$ cat src/rtl/core_seq_ctrl_if.sv
// Memory handshake bundle between the core sequencer and the instruction /
// data memory ports.
//   imem_req   : instruction fetch request (sequencer -> memory)
//   imem_ack   : fetch done, imem_rdata valid this cycle (memory -> sequencer)
//   imem_rdata : fetched instruction word (memory -> sequencer)
//   dmem_req   : data access request (sequencer -> memory)
//   dmem_we    : 1 = store, 0 = load, valid while dmem_req=1
//   dmem_ack   : data access done, load data valid this cycle
interface core_seq_ctrl_if;
    logic        imem_req;
    logic        imem_ack;
    logic [31:0] imem_rdata;
    logic        dmem_req;
    logic        dmem_we;
    logic        dmem_ack;

    modport master (
        output imem_req,
        input  imem_ack,
        input  imem_rdata,
        output dmem_req,
        output dmem_we,
        input  dmem_ack
    );

    modport slave (
        input  imem_req,
        output imem_ack,
        output imem_rdata,
        input  dmem_req,
        input  dmem_we,
        output dmem_ack
    );
endinterface

$ cat src/rtl/core_seq_ctrl.sv
// Multi-cycle sequencer for the single-issue core. Steps every instruction
// through FETCH, DECODE, EXEC, (MEM,) WB; owns the instruction register,
// gates the PC / register-file / CSR write enables and halts on illegal
// opcodes or memory ports that stop answering.
//
// Ports:
//   clk, rst_n          : core clock, synchronous active-low reset
//   bus (master)        : instruction / data memory handshake
//   ir                  : instruction register feeding decode
//   wb_reg, wb_csr      : writeback requests from decode
//   ld_we               : latch load data (load ack in MEM)
//   pc_we, reg_we, csr_we : commit enables, only in WB
//   state               : current state (debug)
//   trap, trap_cause    : sticky halt flag and its first cause
//   instret             : retired-instruction count
//
// state  | meaning
// -------+-----------------------------------------------------------
// FETCH  | imem_req high, wait for imem_ack or timeout
// DECODE | one cycle, check opcode legality
// EXEC   | one cycle, choose MEM (load/store) or WB
// MEM    | dmem_req high, wait for dmem_ack or timeout
// WB     | one cycle, commit PC / reg / CSR, count retirement
// TRAP   | absorbing halt until reset
module core_seq_ctrl #(
    parameter logic [7:0]  MEM_TIMEOUT = 8'd255,
    parameter logic [31:0] NOP_INSN    = 32'h0000_0013
) (
    input  logic                  clk,
    input  logic                  rst_n,
    core_seq_ctrl_if.master       bus,
    output logic [31:0]           ir,
    input  logic                  wb_reg,
    input  logic                  wb_csr,
    output logic                  ld_we,
    output logic                  pc_we,
    output logic                  reg_we,
    output logic                  csr_we,
    output logic [2:0]            state,
    output logic                  trap,
    output logic [1:0]            trap_cause,
    output logic [31:0]           instret
);

    typedef enum logic [2:0] {
        S_FETCH  = 3'd0,
        S_DECODE = 3'd1,
        S_EXEC   = 3'd2,
        S_MEM    = 3'd3,
        S_WB     = 3'd4,
        S_TRAP   = 3'd5
    } state_t;

    localparam logic [6:0] OPC_LOAD  = 7'b0000011;
    localparam logic [6:0] OPC_STORE = 7'b0100011;

    state_t     st;
    logic [7:0] tmo_cnt;
    logic       tmo_hit;
    logic       op_legal;
    logic       is_mem;
    logic       is_store;

    // Last permitted waiting cycle: counter starts at 0 on state entry, so a
    // request gets exactly MEM_TIMEOUT cycles before the trap.
    assign tmo_hit  = (tmo_cnt == (MEM_TIMEOUT - 8'd1));
    assign is_store = (ir[6:0] == OPC_STORE);
    assign is_mem   = (ir[6:0] == OPC_LOAD) || is_store;

    always_comb begin
        op_legal = 1'b0;
        if (ir[1:0] == 2'b11) begin
            case (ir[6:2])
                5'b01101, 5'b00101, 5'b11011, 5'b11001, 5'b11000,
                5'b00000, 5'b01000, 5'b00100, 5'b01100, 5'b00011,
                5'b11100: op_legal = 1'b1;
                default:  op_legal = 1'b0;
            endcase
        end
    end

    always_ff @(posedge clk) begin
        if (!rst_n) begin
            st         <= S_FETCH;
            ir         <= NOP_INSN;
            trap       <= 1'b0;
            trap_cause <= 2'b00;
            instret    <= 32'd0;
            tmo_cnt    <= 8'd0;
        end else begin
            case (st)
                S_FETCH: begin
                    // ack takes priority over a coincident timeout
                    if (bus.imem_ack) begin
                        ir      <= bus.imem_rdata;
                        st      <= S_DECODE;
                        tmo_cnt <= 8'd0;
                    end else if (tmo_hit) begin
                        st         <= S_TRAP;
                        trap       <= 1'b1;
                        trap_cause <= 2'b10;
                        tmo_cnt    <= 8'd0;
                    end else begin
                        tmo_cnt <= tmo_cnt + 8'd1;
                    end
                end
                S_DECODE: begin
                    tmo_cnt <= 8'd0;
                    if (op_legal) begin
                        st <= S_EXEC;
                    end else begin
                        st         <= S_TRAP;
                        trap       <= 1'b1;
                        trap_cause <= 2'b01;
                    end
                end
                S_EXEC: begin
                    tmo_cnt <= 8'd0;
                    st      <= is_mem ? S_MEM : S_WB;
                end
                S_MEM: begin
                    if (bus.dmem_ack) begin
                        st      <= S_WB;
                        tmo_cnt <= 8'd0;
                    end else if (tmo_hit) begin
                        st         <= S_TRAP;
                        trap       <= 1'b1;
                        trap_cause <= 2'b11;
                        tmo_cnt    <= 8'd0;
                    end else begin
                        tmo_cnt <= tmo_cnt + 8'd1;
                    end
                end
                S_WB: begin
                    tmo_cnt <= 8'd0;
                    instret <= instret + 32'd1;
                    st      <= S_FETCH;
                end
                S_TRAP: begin
                    tmo_cnt <= 8'd0;
                end
                default: begin
                    // codes 6/7 are unreachable; treat them as illegal
                    tmo_cnt    <= 8'd0;
                    st         <= S_TRAP;
                    trap       <= 1'b1;
                    trap_cause <= 2'b01;
                end
            endcase
        end
    end

    // Moore decode of the state register; rst_n masks every request and
    // enable so nothing fires in the reset cycle itself.
    assign state        = st;
    assign bus.imem_req = rst_n && (st == S_FETCH);
    assign bus.dmem_req = rst_n && (st == S_MEM);
    assign bus.dmem_we  = bus.dmem_req && is_store;
    assign ld_we        = bus.dmem_req && !is_store && bus.dmem_ack;
    assign pc_we        = rst_n && (st == S_WB);
    assign reg_we       = pc_we && wb_reg;
    assign csr_we       = pc_we && wb_csr;

endmodule
$ cat src/flat_wrapper.sv
// flat-port wrapper written by rule: the top's interface ports become plain ports
module core_seq_ctrl_flat 
#(
    parameter logic [7:0]  MEM_TIMEOUT = 8'd255,
    parameter logic [31:0] NOP_INSN    = 32'h0000_0013
)
  (clk, rst_n, ir, wb_reg, wb_csr, ld_we, pc_we, reg_we, csr_we, state, trap, trap_cause, instret, bus_imem_req, bus_imem_ack, bus_imem_rdata, bus_dmem_req, bus_dmem_we, bus_dmem_ack);
  core_seq_ctrl_if bus_i ();
  input  logic clk;
  input  logic rst_n;
  output logic [31:0] ir;
  input  logic wb_reg;
  input  logic wb_csr;
  output logic ld_we;
  output logic pc_we;
  output logic reg_we;
  output logic csr_we;
  output logic [2:0] state;
  output logic trap;
  output logic [1:0] trap_cause;
  output logic [31:0] instret;
  output wire logic [$bits(bus_i.imem_req)-1:0] bus_imem_req;
  input wire logic [$bits(bus_i.imem_ack)-1:0] bus_imem_ack;
  input wire logic [$bits(bus_i.imem_rdata)-1:0] bus_imem_rdata;
  output wire logic [$bits(bus_i.dmem_req)-1:0] bus_dmem_req;
  output wire logic [$bits(bus_i.dmem_we)-1:0] bus_dmem_we;
  input wire logic [$bits(bus_i.dmem_ack)-1:0] bus_dmem_ack;
  assign bus_imem_req = bus_i.imem_req;
  assign bus_i.imem_ack = bus_imem_ack;
  assign bus_i.imem_rdata = bus_imem_rdata;
  assign bus_dmem_req = bus_i.dmem_req;
  assign bus_dmem_we = bus_i.dmem_we;
  assign bus_i.dmem_ack = bus_dmem_ack;
  core_seq_ctrl #(.MEM_TIMEOUT(MEM_TIMEOUT), .NOP_INSN(NOP_INSN)) u_core (.clk(clk), .rst_n(rst_n), .bus(bus_i), .ir(ir), .wb_reg(wb_reg), .wb_csr(wb_csr), .ld_we(ld_we), .pc_we(pc_we), .reg_we(reg_we), .csr_we(csr_we), .state(state), .trap(trap), .trap_cause(trap_cause), .instret(instret));
endmodule
$ cat config.mk
export PLATFORM = sky130hd
export DESIGN_NAME = core_seq_ctrl_flat
export DESIGN_NICKNAME = d
export VERILOG_FILES = /design/src/rtl/core_seq_ctrl_if.sv /design/src/rtl/core_seq_ctrl.sv /design/src/flat_wrapper.sv
export SDC_FILE = /design/constraint.sdc
export NUM_CORES = 1
export LEC_CHECK = 0
export BUFFER_PORTS_ARGS = -buffer_cell sky130_fd_sc_hd__buf_4
export CAP_MARGIN = 20
export CORE_MARGIN = 2
export CORE_UTILIZATION = 45
export DETAILED_ROUTE_END_ITERATION = 8
export HOLD_SLACK_MARGIN = 0.12
export PLACE_DENSITY = 0.76
export SETUP_SLACK_MARGIN = 0.3
export SLEW_MARGIN = 20
export SYNTH_ARGS = -nofsm -noshare
export SYNTH_HDL_FRONTEND = slang
export SYNTH_SLANG_ARGS = --single-unit
$ cat constraint.sdc
create_clock -name clk -period 3.55 [get_ports clk]
set_clock_uncertainty 0.15 [all_clocks]
set_input_delay 0.355 -clock clk [delete_from_list [all_inputs] [get_ports clk]]
set_output_delay 0.355 -clock clk [all_outputs]
set_load 0.005 [all_outputs]
==> results of run 1 <==
## report_power, final
part / switching, W / internal (W) / total (W)
clock: 0.000335 / 0.000394 / 0.000729
combinational: 0.000189 / 0.000193 / 0.000382
sequential: 0.0000541 / 0.000943 / 0.000997
## worst max-delay path, cell delays in order, from the launching register on
cell and delay, ns:
dfxtp_1 0.43, nor3_1 0.35, and2_1 0.59, nand2_1 0.12, nand2_1 0.10, nand2_1 0.06
ha_1 0.23, o211ai_1 0.14, o21ai_0 0.10, o31a_1 0.30
## kinds of logic after synthesis
logic type,synth area share
buffers and inverters,0.0296
XOR/XNOR,0.0814
multiplexers,0.00282
AND/OR/NAND/NOR,0.303
AO/OA/AOI/OAI,0.123
flip-flops,0.446
adder cells (fa/ha/maj),0.0141
## layout make-up
type,count,area (µm²),area share
flip-flops and latches,79,1580,0.320
multi-input cells,311,1860,0.377
clock buffers,10,128,0.0259
repair buffers,143,1140,0.230
clock inverters,6,85.1,0.0172
inverters,4,15.0,0.00304
well taps,102,128,0.0259
## synthesized netlist by cell type (7+ instances only)
cell / n
clkbuf_1: 18
xnor2_1: 23
nor2_1: 21
nand3_1: 18
xor2_1: 10
a21oi_1: 10
dfxtp_1: 79
and3_1: 9
nand4_1: 14
o21ai_0: 7
a21boi_0: 27
and2_1: 32
nand2b_1: 7
nand2_1: 89
## layer usage
layer  share of wire  GRT usage  up-vias  wire length [µm]
li1                -          -     1670                 -
met2            0.48      0.355      112              4280
met4           0.014     0.0735        0               129
met3           0.075     0.0610       13               671
met1            0.44      0.259     1593              3920
met5               0          0        -                 0
## sequential cells by signal (all words and copies together) (netlist names), named ones only
signal	flops
u_core.tmo_cnt	8
u_core.state	3
u_core.instret	32
u_core.ir	32
u_core.trap	1
u_core.trap_cause	2
## worst paths after layout
check	from	to
worst max register to register	u_core.state[2]	register
worst min-delay path	bus_imem_rdata[15]	u_core.ir[15]
worst min register to register	u_core.ir[26]	u_core.ir[26]
worst max-delay path	u_core.state[2]	register
## through the flow
stage	cells	instance area (µm²)	setup WS [ns]	total power [W]	hold slack (ns)
3_5_place_dp	614	4470	0.876	0.00137	0.307
3_3_place_gp	614	4470	1.01	0.00136	0.300
4_1_cts	655	4940	0.867	0.00212	0.120
5_1_grt	655	4940	0.597	0.00221	0.130
2_1_floorplan	414	3550	1.03	0.00120	0.303
6_report	655	4940	0.863	0.00211	0.125
## timing repair
item | CTS | global route
gates resized for setup | 0 | 0
hold buffers | 25 | 0
setup buffers | 0 | 0
hold endpoints to repair | 25 | 0
==> summary.txt, run 1 <==
Outcome
  – Outcome: finished, final reports clean

GRT
  – Total Routing Usage GR: 0.212
  – Largest net degree at the start of global routing: 41
  – First-pass GRT wire length: ~15 mm
  – Vias in the first global route: 3207
  – GRT Residual Overflow: 0
  – Initial antenna violation count: 0

Finish
  – Commonest non-fill, non-tap cell in the layout: buf_4
  – Commonest cells after routing, fill and taps aside: buf_4 (118), nand2_1 (89), dfxtp_1 (79)
  – Layout cells sized above 1: 0.253
  – Core Util, Final: 0.642
  – Nets: 590
  – Ant. Diodes: 0
  – Fillers: 647
  – Layout area overhead: 39.1%

Setup path
  – Worst path required time: 3.65 ns
  – Crit. End Element: register
  – Critical path peak fanout: 17
  – Crit path arrival time: between 2 and 3 ns
  – R2R depth: 9
  – Worst Path Class, Setup: reg -> reg
  – CP Launch Type: register
  – R2R setup slack: 0.86 ns

CTS
  – Clock latency on the worst-skew pair: 0.35 ns
  – CTS max path bufs: 2
  – Clk sinks: 79
  – H-tree levels: 3
  – Clock-pin slew on the worst setup and hold paths: 0.09 ns
  – CTS tree: yes
  – Total CTS buffers: 9
  – Clock root buffer: clkbuf_8

Die
  – Starting Density: 0.462
  – I/O pin count: around 120
  – Die height: about 93 µm
  – # rows: 32
  – Core region area: 7690 µm²
  – Die ar.: 8610 µm²
  – DIE WIDTH: roughly 93 µm

Timing
  – Final min period: 2.69 ns
  – Fin Setup TNS: 0 ns
  – Slew margin rel.: 0.298
  – Hold Violations, Final: 0
  – Worst Tran Pin Value: 1.04 ns
  – FMAX: 0.372 GHz
  – # setup viols final: 0
  – Unrepaired setup endpoints after global routing: false
  – Crit share post-route: 0.757
  – Max-slew violations: 0

Yosys
  – Cell variety after synth: 40
  – EDFF count, synth: 0
  – Leading area contributor after synthesis: dfxtp_1
  – Post-synthesis sequential area ratio: 0.446
  – Share of the synthesized area in the top cell type: 0.446
  – Primary FF master, synth: dfxtp_1
  – Synthesized area per cell: 8.57 µm²
  – Ranking of synthesized cells by area: dfxtp_1 (45%), nand2_1 (9.4%), a21boi_0 (5.7%)
  – Mapped Area: 3550 µm²
  – Synth warn: 0
  – Post-synthesis register bit count: 79
  – Mapped Cells: 414
  – Syn Nets: 456
  – Asr flop ratio synth: 0

Job
  – Max Cap Viol: 0

Pwr
  – PD cells: 427 nW/µm²
  – VDD IR-drop max: 0.264 mV
  – Lkg Pwr: 2.15 nW

Hold path
  – Hold Crit Class: in -> reg
  – Hold depth: 3

Route
  – DRT iter0 DRCs: 113
  – WL per Instance: approximately 14 µm
  – Remaining DRCs: 0
  – Final WL: between 8 and 9 mm
  – Routed Antenna Nets: 0
  – Via Count: 3388
  – DR vias/cell: slightly above 5
  – Drt first pass iters: 4

Place
  – # port buffers: 114
  – Routability cong.: 0.853
  – HPWL after DPL: 5.95 mm
Note: power is estimated with default switching activity, not from simulation.
==> run 2: changes to the inputs <==
ABC_AREA = 1   (was unset)
PLACE_DENSITY = 0.78   (was 0.76)
clock period = 2.3 ns   (was 3.55 ns; I/O delays follow)
==> run 2 against run 1 <==
  * Utilization increased by 1.5 points
  * Clock-buffer cell count decreased by 1
  * Critical path depth decreased by 4
  * Cell count increased by 30%
  * Global-route usage increased by 2.1 points
  * Non-clock buffer count increased by 18
  * Sequential share of layout area decreased by 2.9 points
  * Total power increased by 110%
  * Combinational power increased to 4.5 times the previous value
  * Worst hold slack improved by 0.022 ns
  * Critical path type is now reg -> out
==> summary.txt, run 2 <==
Route
  – Via Count: 4301 (+27%)
  – DR vias/cell: 5.05 (-2.3%)
  – Routed Antenna Nets: 0 (unchanged)
  – WL per Instance: 13.1 µm (-4.8%)
  – DRT iter0 DRCs: 156 (+38%)
  – Remaining DRCs: 0 (unchanged)
  – Final WL: 11.1 mm (+24%)
  – Drt first pass iters: 5 (+1)

Yosys
  – Leading area contributor after synthesis: dfxtp_1
  – Synth warn: 0 (unchanged)
  – Asr flop ratio synth: 0 (unchanged)
  – Mapped Cells: 587 (+42%)
  – Mux contribution to synthesized area: 0 (-0.00282)
  – Post-synthesis sequential area ratio: 0.408 (-0.0374)
  – Post-Synth Adder-Cell Area: 0.0129 (-0.00118)
  – Synthesized area per cell: 6.60 µm² (-23%)
  – Post-Synth Simple-Gate Area: 0.382 (+0.0788)
  – Mapped Area: 3870 µm² (+9.2%)
  – Post-synthesis register bit count: 79 (unchanged)
  – Cell variety after synth: 30 (-25%)
  – Primary FF master, synth: dfxtp_1
  – XOR/XNOR Fraction of Synth Area: 0.0249 (-0.0566)
  – Syn Nets: 629 (+38%)
  – EDFF count, synth: 0 (unchanged)
  – Ranking of synthesized cells by area: dfxtp_1 (41%), nand2_1 (20%), nor2_1 (7.4%)
  – Compound-Gate Fraction of Synth Area: 0.0962 (-0.0268)
  – Largest family of logic cells by synthesized area: simple AND/OR/NAND/NOR gates
  – Most common library cells after synthesis: nand2_1 (205), dfxtp_1 (79), nor2_1 (76)
  – Share of the synthesized area in the top cell type: 0.408 (-0.0374)
  – Top-count cell post-synth: nand2_1

Die
  – # rows: 33 (+3.1%)
  – I/O pin count: 115 (unchanged)
  – DIE WIDTH: 96.8 µm (+4.3%)
  – Die ar.: 9370 µm² (+8.8%)
  – Starting Density: 0.467 (+0.00516)
  – Core region area: 8300 µm² (+8.0%)
  – Die height: 96.8 µm (+4.3%)

Hold path
  – Hold Crit Class: in -> reg

CTS
  – Clk sinks: 79 (unchanged)
  – CTS max path bufs: 2 (unchanged)
  – CTS tree: yes
  – Clock root buffer: clkbuf_8
  – Clock-pin slew on the worst setup and hold paths: 0.09 ns (about the same)
  – Clock latency on the worst-skew pair: 0.34 ns (about the same)
  – H-tree levels: 3 (unchanged)
  – Total CTS buffers: 9 (unchanged)

Finish
  – Nets: 783 (+33%)
  – Layout area overhead: 40.7%
  – Largest registers: u_core.instret: 32 flops, u_core.ir: 32 flops, u_core.tmo_cnt: 8 flops
  – Commonest non-fill, non-tap cell in the layout: nand2_1
  – Commonest cells after routing, fill and taps aside: nand2_1 (205), buf_4 (126), nor2_1 (75)
  – Ant. Diodes: 0 (unchanged)
  – Layout cells sized above 1: 0.228 (-0.0253)
  – Final std cells w/o fill: 851 (+30%)
  – Fillers: 710 (+9.7%)

Pwr
  – VDD IR-drop max: 0.557 mV (+110%)
  – Switching share of power: 0.385 (+0.111)
  – Lkg Pwr: 2.41 nW (+12%)
  – Internal power: 0.00274 W (+79%)
  – Gate power share: 0.388 (+0.207)
  – P_sw: 0.00172 W (+200%)
  – Flop pwr share: 0.396 (-0.077)
  – PD cells: 818 nW/µm² (+92%)
  – Power Total: 0.00446 W (+110%)
  – Clk pwr share: 0.216 (-0.130)

GRT
  – Vias in the first global route: 4115 (+28%)
  – Met1 Track Usage GR: 0.273 (+0.0138)
  – GRT met2 Usage: 0.405 (+0.0498)
  – Largest net degree at the start of global routing: 32 (-22%)
  – GR Layer Usage met3: 0.0614 (+0.000391)
  – First-pass GRT wire length: 18.2 mm (+23%)
  – Initial antenna violation count: 0 (unchanged)
  – GRT Residual Overflow: 0 (unchanged)
  – Most Used Layer, Global Route: met2
  – Total Routing Usage GR: 0.233 (+0.0212)

Setup path
  – CP Launch Type: register
  – Crit path arrival time: 1.60 ns (-1.19 ns)
  – Crit. End Element: output pin
  – Worst Path Class, Setup: reg -> out
  – Critical path peak fanout: 14 (-3)
  – Worst path required time: 1.92 ns (-1.73 ns)

Place
  – Placement Setup Slack: 0.330 ns (-0.547 ns)
  – HPWL after DPL: 7.65 mm (+29%)
  – Placed insts: 797 (+30%)
  – Routability cong.: 0.919 (+7.8%)
  – # port buffers: 114 (unchanged)

Job
  – Max Cap Viol: 0 (unchanged)

Timing
  – Slew margin rel.: 0.619 (+0.321)
  – Unrepaired setup endpoints after global routing: true
  – Fin Setup TNS: 0 ns (unchanged)
  – Crit share post-route: 0.861
  – Final setup margin: 0.319 ns (-0.543 ns)
  – Final min period: 1.98 ns
  – Hold Violations, Final: 0 (unchanged)
  – FMAX: 0.505 GHz
  – Worst Tran Pin Value: 0.570 ns (-0.475 ns)
  – # setup viols final: 0 (unchanged)
  – Max-slew violations: 0 (unchanged)

Outcome
  – Outcome: finished, final reports clean
-- run 2: power by group through the flow --
stage	clock network, W	logic, W	registers [W]
4_1_cts	0.000991	0.00167	0.00175
3_3_place_gp	0	0.00153	0.00177
6_report	0.000965	0.00173	0.00177
3_5_place_dp	0	0.00157	0.00177
5_1_grt	0.00105	0.00193	0.00179
2_1_floorplan	0	0.000929	0.00176
-- run 2: routing by layer --
| layer | wire, µm | up-vias |
|---|---|---|
| li1 | - | 2163 |
| met1 | 4700 | 1954 |
| met2 | 5310 | 162 |
| met3 | 887 | 22 |
| met4 | 232 | 0 |
| met5 | 0 | - |
-- run 2: logic make-up (layout without fill, tap and decap cells) --
kind of cell,count (synthesis),after routing
AOI/OAI and AO/OA,72,72
DFF,79,79
xor gates and xnor gates,11,11
buffers and inverters,74,233
and+or+nand+nor,347,347
adders and majority gates,4,4
-- run 2: repair_timing --
item / 4_1_cts / 5_1_grt
setup endpoints to repair: 5 / 7
resized for setup: 5 / 11
setup buffers: 2 / 2
endpoints found under the hold margin: 39 / 0
pin swaps: 1 / 3
hold buffers: 34 / 0
gates cloned: 0 / 0
-- run 2: worst paths after layout --
kind                        start         endpoint  slack, ns  cells after the start
setup reg to reg  u_core.state[1]         register       0.45                     10
setup / recovery  u_core.state[1]           csr_we       0.32                      5
hold / removal       bus_imem_ack  u_core.state[1]       0.15                      4
hold reg to reg     u_core.ir[22]    u_core.ir[22]       0.32                      2
-- run 2: stage by stage --
stage	utilization	area, µm²	hold WS (ns)
after floorplan	-	3870	0.193
after global placement	0.584	4850	0.281
after detailed placement	0.584	4850	0.286
after CTS	0.650	5400	0.127
after global routing	0.657	5450	0.193
final	0.657	5450	0.147
-- run 2: critical path, cell delays in order, from the launching register on --
cell     delay (ns)
dfxtp_4        0.38
nor2_4         0.19
nand2_4        0.15
buf_6          0.19
nor3b_1        0.20
buf_4          0.15
-- run 2: layout make-up --
type / instances / area, µm² / share of cell area
Multi-Input combinational cell: 434 / 2040 / 0.375
Sequential cell: 79 / 1590 / 0.292
Timing Repair Buffer: 161 / 1300 / 0.238
Inverter: 56 / 210 / 0.0385
Tap cell: 105 / 131 / 0.0241
Clock buffer: 9 / 124 / 0.0227
Clock inverter: 7 / 55.1 / 0.0101
==> run 3: changes to the inputs <==
CORE_MARGIN = 4   (was 2)
PLACE_DENSITY = 0.71   (was 0.78)
clock period = 2.6 ns   (was 2.3 ns; I/O delays follow)
==> run 3 against run 2 <==
  * Sequential power is 12% lower
  * Cell count is 1.1% lower
  * Non-clock buffer count is 9 lower
  * Worst hold slack better by 0.037 ns
  * Routed wire length is 0.38% lower
  * First-iteration DRC count is 13% lower
  * Setup slack better by 0.073 ns
  * Via count is 1.9% lower
  * Die area is 8.4% higher
  * Flip-flop and latch count stayed put
  * Clock power is 8% higher
  * Critical path type is now in -> out
  * Critical endpoint unchanged
  * Largest cell class unchanged
==> summary.txt, run 3 (synthesized netlist as in run 2, its figures left out) <==
CTS
  – Clock latency on the worst-skew pair: 0.35 ns (about the same)
  – Total CTS buffers: 9 (unchanged)
  – Clock root buffer: clkbuf_8
  – CTS max path bufs: 2 (unchanged)
  – Clk sinks: 79 (unchanged)
  – Clock-pin slew on the worst setup and hold paths: 0.08 ns (about the same)
  – CTS tree: yes
  – H-tree levels: 3 (unchanged)

Pwr
  – Switching share of power: 0.368 (-0.0171)
  – Flop pwr share: 0.386 (-0.010)
  – PD cells: 746 nW/µm² (-8.8%)
  – Internal power: 0.00254 W (-7.2%)
  – Gate power share: 0.355 (-0.033)
  – VDD IR-drop max: 0.483 mV (-13%)
  – Clk pwr share: 0.259 (+0.043)
  – Lkg Pwr: 2.38 nW (-1.2%)
  – P_sw: 0.00148 W (-14%)
  – Power Total: 0.00403 W (-9.7%)

GRT
  – Vias in the first global route: 4242 (+3.1%)
  – Total Routing Usage GR: 0.225 (-0.00752)
  – Initial antenna violation count: 0 (unchanged)
  – GRT Residual Overflow: 0 (unchanged)
  – Largest net degree at the start of global routing: 29 (-9.4%)
  – First-pass GRT wire length: 18.7 mm (+3.0%)

Place
  – HPWL after DPL: 7.86 mm (+2.8%)
  – # port buffers: 114 (unchanged)
  – Placed Area: 4820 µm² (-0.62%)
  – Routability cong.: 0.867 (-5.7%)

Route
  – DRT iter0 DRCs: 136 (-13%)
  – Via Count: 4221 (-1.9%)
  – DR vias/cell: 5.01 (-0.81%)
  – Drt first pass iters: 4 (-1)
  – Final WL: 11.1 mm (-0.38%)
  – Routed Antenna Nets: 0 (unchanged)
  – WL per Instance: 13.2 µm (+0.69%)
  – Remaining DRCs: 0 (unchanged)

Setup path
  – Worst path required time: 2.19 ns (+0.27 ns)
  – R2R depth: 10 (unchanged)
  – Critical path peak fanout: 27 (+13)
  – Crit path from: rst_n
  – Worst Path Class, Setup: in -> out
  – Crit path capture: csr_we
  – R2R setup slack: 0.55 ns (+0.10 ns)
  – Worst r2r src: u_core.state[0]
  – CP Launch Type: input pin
  – Crit. End Element: output pin
  – Crit path arrival time: 1.80 ns (+0.20 ns)

Timing
  – Fin Hold WS: 0.184 ns (+0.0368 ns)
  – Max-slew violations: 0 (unchanged)
  – Worst Tran Pin Value: 0.380 ns (-0.190 ns)
  – Final min period: 2.21 ns
  – Slew margin rel.: 0.746 (+0.127)
  – Fin Setup TNS: 0 ns (unchanged)
  – Hold Violations, Final: 0 (unchanged)
  – Unrepaired setup endpoints after global routing: true
  – # setup viols final: 0 (unchanged)
  – Crit share post-route: 0.849
  – FMAX: 0.453 GHz

Die
  – DIE WIDTH: 101 µm (+4.1%)
  – Die height: 101 µm (+4.1%)
  – # rows: 33 (unchanged)
  – Starting Density: 0.467 (unchanged)
  – Core region area: 8300 µm² (unchanged)
  – Die ar.: 10200 µm² (+8.4%)
  – I/O pin count: 115 (unchanged)

Finish
  – Layout area overhead: 39.3%
  – Layout cells sized above 1: 0.210 (-0.0176)
  – Core Util, Final: 0.651 (-0.00648)
  – Commonest non-fill, non-tap cell in the layout: nand2_1
  – Cell area after layout: 5400 µm² (-0.99%)
  – Commonest cells after routing, fill and taps aside: nand2_1 (205), buf_4 (118), dfxtp_1 (78)
  – Nets: 774 (-1.1%)
  – Fillers: 752 (+5.9%)
  – Largest registers: u_core.instret: 32 flops, u_core.ir: 32 flops, u_core.tmo_cnt: 8 flops
  – Ant. Diodes: 0 (unchanged)

Hold path
  – Hold Crit Class: in -> reg
  – Hold Crit Start: bus_imem_rdata[5]
  – Hold depth: 5 (+1)

Outcome
  – Outcome: finished, final reports clean

Job
  – Max Cap Viol: 0 (unchanged)
==> run 3: cell types whose count changed in the layout (fill, tap and decap cells not counted), moves of 2 or more <==
cell,before,now
dfxtp_2,4,1
dfxtp_1,74,78
buf_4,126,118
nor4_2,2,0
bufinv_16,0,2
==> run 3: power groups by stage <==
stage          Sequential, W  Clock (W)  Combinational [W]
6_report             0.00156    0.00104            0.00143
5_1_grt              0.00158    0.00112            0.00160
4_1_cts              0.00154    0.00107            0.00141
3_5_place_dp         0.00157          0            0.00136
3_3_place_gp         0.00156          0            0.00133
2_1_floorplan        0.00156          0           0.000822
==> run 3: area by class of cell <==
class / instances / area, µm² / share of cell area
clock buffers: 9 / 124 / 0.0229
clock inverters: 7 / 103 / 0.0190
inverters: 56 / 210 / 0.0389
multi-input cells: 434 / 2020 / 0.374
flip-flops and latches: 79 / 1580 / 0.293
well taps: 105 / 131 / 0.0243
repair buffers: 152 / 1230 / 0.227
==> run 3: worst min path at each step <==
stage                             end  slack (ns)
floorplan                u_core.ir[0]        0.22
global placement    u_core.tmo_cnt[0]        0.29
detailed placement  u_core.tmo_cnt[0]        0.30
CTS                      u_core.ir[4]        0.17
global route             u_core.ir[5]        0.20
finish                   u_core.ir[5]        0.18
==> run 3: per-layer routing <==
| layer | vias up | routed length (µm) | global-route usage | share of wire |
|---|---|---|---|---|
| li1 | 2142 | - | - | - |
| met1 | 1915 | 4560 | 0.265 | 0.41 |
| met2 | 144 | 5280 | 0.383 | 0.48 |
| met3 | 20 | 1050 | 0.0713 | 0.095 |
| met4 | 0 | 200 | 0.0819 | 0.018 |
| met5 | - | 0 | 0 | 0 |
==> run 3: timing repair <==
item                       in CTS  in global routing
hold endpoints to repair       30                  0
buffers inserted                0                  0
hold buffers                   33                  0
setup endpoints to repair       1                  4
gates resized for setup         1                  5
==> run 3: worst max-delay path, stage by stage <==
cell	delay, ns
dlygate4sd3_1	0.52
buf_4	0.17
clkinv_1	0.21
buf_6	0.25
nor3b_1	0.24
buf_4	0.15
==> run 3: per-stage QoR <==
step           worst slack [ns]  cells
3_3_place_gp              0.666    793
6_report                  0.392    842
5_1_grt                   0.241    842
4_1_cts                   0.387    842
2_1_floorplan             0.810    587
3_5_place_dp              0.557    793
